$ cat src/rtl/tx_frame_scheduler.sv
// Two-queue transmit frame scheduler in front of the 1G MAC byte path.
// Grants whole frames with strict priority: time-sensitive (TS) first, then
// best-effort (BE) when the BE gate is open. Each granted frame is read one
// byte per cycle and sent to the MAC as one contiguous burst. Short frames are
// zero-padded to MIN_LEN. At least IFG_CYCLES idle cycles follow each burst.
module tx_frame_scheduler #(
    parameter int MIN_LEN    = 60,
    parameter int MAX_LEN    = 1514,
    parameter int IFG_CYCLES = 16
) (
    input  logic        i_clk,
    input  logic        i_rst,
    input  logic        i_ts_req,
    input  logic [10:0] iv_ts_len,
    output logic        o_ts_ack,
    output logic        o_ts_rd,
    input  logic [7:0]  iv_ts_data,
    input  logic        i_be_req,
    input  logic [10:0] iv_be_len,
    output logic        o_be_ack,
    output logic        o_be_rd,
    input  logic [7:0]  iv_be_data,
    input  logic        i_be_gate,
    output logic        o_data_wr,
    output logic [7:0]  ov_data,
    output logic        o_busy,
    output logic [15:0] ov_ts_tx_cnt,
    output logic [15:0] ov_be_tx_cnt,
    output logic [15:0] ov_drop_cnt
);

    typedef enum logic [1:0] {IDLE, READ, PAD, GAP} state_t;

    localparam logic [10:0] MIN_LEN_W  = 11'(MIN_LEN);
    localparam logic [10:0] MAX_LEN_W  = 11'(MAX_LEN);
    localparam logic [7:0]  GAP_LOAD   = 8'(IFG_CYCLES - 1);

    state_t      state, state_nxt;
    logic [10:0] len_q, len_nxt;     // byte count of the frame being sent
    logic [10:0] idx, idx_nxt;       // bytes issued so far, data and padding
    logic [7:0]  gap_cnt, gap_nxt;   // remaining GAP cycles before re-arbitration
    logic        sel_ts, sel_ts_nxt; // 1: frame comes from the TS queue
    logic        ack_ts_q, ack_be_q;

    logic        arb_ok, grant_ts, grant_be, grant, len_bad;
    logic [10:0] grant_len;
    logic        issue, issue_pad, issue_last, drop_inc;

    // Byte pipeline: stage 1 marks the cycle the queue presents the byte,
    // stage 2 is the registered MAC write.
    logic        v1, pad1, last1, ts1;

    // Arbitration. It runs in IDLE, and in the final GAP cycle so that the
    // grant latency overlaps the inter-frame gap. The cycle in which an ack
    // is visible is skipped because the requester still shows the old frame.
    always_comb begin
        arb_ok    = ((state == IDLE) && !ack_ts_q && !ack_be_q) ||
                    ((state == GAP) && (gap_cnt == 8'd0));
        grant_ts  = arb_ok && i_ts_req;
        grant_be  = arb_ok && !i_ts_req && i_be_req && i_be_gate;
        grant     = grant_ts || grant_be;
        grant_len = grant_ts ? iv_ts_len : iv_be_len;
        len_bad   = (grant_len == 11'd0) || (grant_len > MAX_LEN_W);
    end

    // Next-state logic and per-cycle byte issue control.
    always_comb begin
        // NOTE: every signal driven here gets a default first, so no path
        // leaves one unassigned and no latch is inferred.
        state_nxt  = state;
        len_nxt    = len_q;
        idx_nxt    = idx;
        gap_nxt    = gap_cnt;
        sel_ts_nxt = sel_ts;
        issue      = 1'b0;
        issue_pad  = 1'b0;
        issue_last = 1'b0;
        drop_inc   = 1'b0;

        case (state)
            IDLE, GAP: begin
                if (state == GAP) begin
                    if (gap_cnt != 8'd0) gap_nxt = gap_cnt - 8'd1;
                    else                 state_nxt = IDLE;
                end
                if (grant) begin
                    sel_ts_nxt = grant_ts;
                    if (len_bad) begin
                        // Rejected frame: acked and counted, no gap imposed.
                        drop_inc  = 1'b1;
                        state_nxt = IDLE;
                    end else begin
                        state_nxt = READ;
                        len_nxt   = grant_len;
                        idx_nxt   = 11'd0;
                    end
                end
            end
            READ: begin
                issue   = 1'b1;
                idx_nxt = idx + 11'd1;
                if (idx == len_q - 11'd1) begin
                    if (len_q < MIN_LEN_W) begin
                        state_nxt = PAD;
                    end else begin
                        state_nxt  = GAP;
                        gap_nxt    = GAP_LOAD;
                        issue_last = 1'b1;
                    end
                end
            end
            PAD: begin
                issue     = 1'b1;
                issue_pad = 1'b1;
                idx_nxt   = idx + 11'd1;
                if (idx == MIN_LEN_W - 11'd1) begin
                    state_nxt  = GAP;
                    gap_nxt    = GAP_LOAD;
                    issue_last = 1'b1;
                end
            end
            default: state_nxt = IDLE;
        endcase
    end

    // State register, frame context and one-cycle ack pulses.
    always_ff @(posedge i_clk or posedge i_rst) begin
        if (i_rst) begin
            state    <= IDLE;
            len_q    <= 11'd0;
            idx      <= 11'd0;
            gap_cnt  <= 8'd0;
            sel_ts   <= 1'b0;
            ack_ts_q <= 1'b0;
            ack_be_q <= 1'b0;
        end else begin
            // NOTE: non-blocking assignments so every register samples the
            // values from before this edge, independent of statement order.
            state    <= state_nxt;
            len_q    <= len_nxt;
            idx      <= idx_nxt;
            gap_cnt  <= gap_nxt;
            sel_ts   <= sel_ts_nxt;
            ack_ts_q <= grant_ts;
            ack_be_q <= grant_be;
        end
    end

    // Byte pipeline toward the MAC; padding bytes and idle cycles drive zero.
    always_ff @(posedge i_clk or posedge i_rst) begin
        if (i_rst) begin
            v1        <= 1'b0;
            pad1      <= 1'b0;
            last1     <= 1'b0;
            ts1       <= 1'b0;
            o_data_wr <= 1'b0;
            ov_data   <= 8'h00;
        end else begin
            v1        <= issue;
            pad1      <= issue_pad;
            last1     <= issue_last;
            ts1       <= sel_ts;
            o_data_wr <= v1;
            ov_data   <= (v1 && !pad1) ? (ts1 ? iv_ts_data : iv_be_data) : 8'h00;
        end
    end

    // Statistics: a frame counts when its last byte is written to the MAC.
    always_ff @(posedge i_clk or posedge i_rst) begin
        if (i_rst) begin
            ov_ts_tx_cnt <= 16'd0;
            ov_be_tx_cnt <= 16'd0;
            ov_drop_cnt  <= 16'd0;
        end else begin
            if (v1 && last1 && ts1)  ov_ts_tx_cnt <= ov_ts_tx_cnt + 16'd1;
            if (v1 && last1 && !ts1) ov_be_tx_cnt <= ov_be_tx_cnt + 16'd1;
            if (drop_inc)            ov_drop_cnt  <= ov_drop_cnt + 16'd1;
        end
    end

    assign o_ts_ack = ack_ts_q;
    assign o_be_ack = ack_be_q;
    assign o_ts_rd  = (state == READ) && sel_ts;
    assign o_be_rd  = (state == READ) && !sel_ts;
    assign o_busy   = (state != IDLE);

endmodule

$ cat config.mk
export PLATFORM = sky130hd
export DESIGN_NAME = tx_frame_scheduler
export DESIGN_NICKNAME = d
export VERILOG_FILES = /design/src/rtl/tx_frame_scheduler.sv
export SDC_FILE = /design/constraint.sdc
export NUM_CORES = 1
export LEC_CHECK = 0
export CAP_MARGIN = 20
export CORE_MARGIN = 5
export CORE_UTILIZATION = 55
export DETAILED_ROUTE_END_ITERATION = 8
export MAX_ROUTING_LAYER = met4
export PLACE_DENSITY = 0.9
export SLEW_MARGIN = 40
export SYNTH_ARGS = -nofsm -noshare
export SYNTH_HDL_FRONTEND = slang
export SYNTH_SLANG_ARGS = --single-unit
$ cat constraint.sdc
create_clock -name i_clk -period 4.7 [get_ports i_clk]
set_clock_uncertainty 0.2 [all_clocks]
set_input_delay 0.705 -clock i_clk [delete_from_list [all_inputs] [get_ports i_clk]]
set_output_delay 0.705 -clock i_clk [all_outputs]
set_load 0.01 [all_outputs]
==> impl_results.md <==
* Die ar. at 11000 um2
* Area of the multi-input gates at 2420 um2
* Post-Route WL at 11500 um
* Pwr/cell area at 454 nW/um2
* CP Capture Type: register
* Antenna Nets Post-Route at 0
* Hold Slack at 0.212 ns
* Reg2reg path depth at 7
* Critical path launch point type: register
* Final HPWL DP at 8770 um
* Final GP Congestion at 0.865
* Final hold violations at 0
* Outcome: finished, final reports clean
* Chip Height at 105 um
* Fmax at 260 MHz
* First-pass GRT wire length at 19400 um
* Overflow after GRT at 0
* Simple logic cell fraction of the synthesized area at 20.2%
* Vias in the first global route at 4148
* Synth warn at 0
* Setup TNS at 0 ns
* Met2 wire length at 5670 um
* RR Startpoint: gap_cnt[3]
* Initial DRC count at 204
* Per-cell routed wire length at 16.0 um
* Hold Crit Endpoint: ts1
* FF/Latch Area at 2400 um2
* Pin count of the biggest net entering global routing at 68
* Final setup viols at 0
* Initial antenna violation count at 0
* Starting Density at 56.8%
* Synthesized area at 4970 um2
* Critical path type: reg -> reg
* PostCTS Resize Cnt at 0
* Synth Area in Adders at 3.02%
* Post-synthesis cell count at 500
* Number of filler cells placed in the layout at 645
* Worst Hold Class: reg -> reg
* Fin nets at 658
* Max-slew violations at 0
* Routed via count at 4157
* First drt pass iteration count at 5
* DR WL met3 at 722 um
* TritonCTS clock tree: built
* # rows at 34
* Total core area at 8760 um2
* Width of the die at 105 um
* Gr usage total at 21.6%
* DR top layer: met4
* Top_reg_cell synth: dfrtp_1
* Syn_nets at 555
* # IOs at 105
* H-tree level count at 3
* Critical Path AT at 3.93 ns
* Worst endpoint required time at 4.78 ns
* Fin cells at 716
* Xor/xnor share of the synthesized area at 10.4%
* Clk_lat worst skew at 0.36 ns
* Max Cap Viol at 0
* Hold Path Stages at 0
* Mux cell area share after synthesis at 6.24%
* Min Tclk post-route at 3.85 ns
* Top-area cell type share of the netlist area at 48.3%
* Ys async rst share at 100%
* CP max FO at 16
* Worst rel slew slack at 56.8%
* Antenna Cells at 0
* EDFF count, synth at 0
* Actual slew at the worst max-slew pin at 0.647 ns
* RSZ-0062 raised after global routing: false
* Flops & latches, synth at 96
* CTS root buf: clkbuf_8
* Layout cells sized above 1 at 4.61%
* Lkg Pwr at 2.80 nW
* Largest family of logic cells by synthesized area: simple AND/OR/NAND/NOR gates
* Post-synthesis sequential area ratio at 48.3%
* Clk pin slew, worst setup/hold paths at 0.10 ns
* Vias/cell at 5.81
* Largest cells by area after synthesis: dfrtp_1 (48%), xnor2_1 (6.7%), mux2i_1 (5.0%)
* Compound-Gate Fraction of Synth Area at 8.78%
* TritonCTS Buffers at 9
* Syn_area_per_cell at 9.95 um2
* Clock buffer depth at 2
* Critical Path Source: gap_cnt[3]
* Yosys top cell by area: dfrtp_1
* Area growth from synthesis to layout at 26.4%
* Port buffer count at 104
* Placed Instances at 700
* Hold_sp: sel_ts
* Hold Buf Count CTS at 0
* Reg2Reg Capture Point: ov_drop_cnt[9]
* R2R Setup Slk at 0.85 ns
* Fin crit share at 81.9%
* # Post-CTS Setup Buffers at 0
* Distinct cells, synth at 57
* Peak supply drop at 0.000269 V
* CTS Sinks at 96
* WL met1 at 4860 um
* DRC violation count after routing at 0
[synthesized netlist by cell type, types with 4 or more instances]
master	n
dfrtp_1	96
nand2_1	49
nor2_1	39
xnor2_1	38
nand3_1	35
mux2i_1	25
nor3_1	25
inv_1	23
xor2_1	21
o21ai_1	18
ha_1	12
nand4_1	11
nor4_1	10
a21oi_1	8
clkbuf_1	8
o21ai_0	8
and3_1	6
o31ai_1	5
a41oi_1	4
[cells in the final DEF (no fill, tap or decap), types with 12 or more instances in the layout]
cell	count
clkdlybuf4s50_1	104
dfrtp_1	96
ha_1	12
inv_1	22
mux2i_1	25
nand2_1	48
nand3_1	35
nor2_1	39
nor3_1	25
o21ai_1	18
xnor2_1	38
xor2_1	21
[per-stage QoR]
step | cell area (um2) | total power (W) | util (%) | setup slack (ns)
after floorplan | 4970 | 0.00199 | - | 1.29
after global placement | 6100 | 0.00227 | 69.6 | 1.13
after detailed placement | 6100 | 0.00234 | 69.6 | 0.941
after CTS | 6280 | 0.00285 | 71.7 | 0.904
after global routing | 6290 | 0.00304 | 71.7 | 0.552
final | 6290 | 0.00285 | 71.7 | 0.851
[how the worst max path moves through the flow]
stage          slack (ns)        endpoint
5_1_grt              0.55  ov_drop_cnt[9]
3_5_place_dp         0.94  ov_drop_cnt[9]
2_1_floorplan        1.29      gap_cnt[0]
4_1_cts              0.90        state[0]
6_report             0.85  ov_drop_cnt[9]
3_3_place_gp         1.13        state[0]
[cell families after synthesis]
family                   Yosys count
AND/OR/NAND/NOR                  201
flip-flops                        96
AO/OA/AOI/OAI                     64
XOR/XNOR                          59
buffers and inverters             38
multiplexers                      30
adder cells (fa/ha/maj)           12
[critical path: stages, from the launching register on]
cell	delay [ns]
dfrtp_1	0.45
or4_1	0.60
o31ai_1	0.39
nand2_1	0.47
mux2i_1	0.31
nand3b_1	0.60
nor4_1	0.55
xnor2_1	0.19
[registers in the layout, indices dropped and copies added, names as in the netlist, 2 cells and up]
signal and cells:
ov_be_tx_cnt 16, ov_drop_cnt 16, ov_ts_tx_cnt 16, idx 11, len_q 11, gap_cnt 8
ov_data 8, state 2
[layout make-up]
| class | instances | share of cell area (%) |
|---|---|---|
| multi-input combinational | 366 | 38.5 |
| sequential | 96 | 38.2 |
| clock inverter | 6 | 0.856 |
| timing repair buffer | 105 | 16.7 |
| tap | 108 | 2.15 |
| clock buffer | 10 | 2.03 |
| inverter | 25 | 1.57 |
[per-layer routing]
| metal | global-route usage [%] | vias up |
|---|---|---|
| li1 | - | 1967 |
| met1 | 27.5 | 2003 |
| met2 | 34.9 | 169 |
| met3 | 3.82 | 18 |
| met4 | 7.85 | 0 |
| met5 | - | - |
[where the power goes]
part | internal (W) | switching (W)
Sequential | 0.000992 | 0.000208
Combinational | 0.000513 | 0.000635
Clock | 0.000201 | 0.000304
Total | 0.00171 | 0.00115
(Power assumes the default switching activity.)
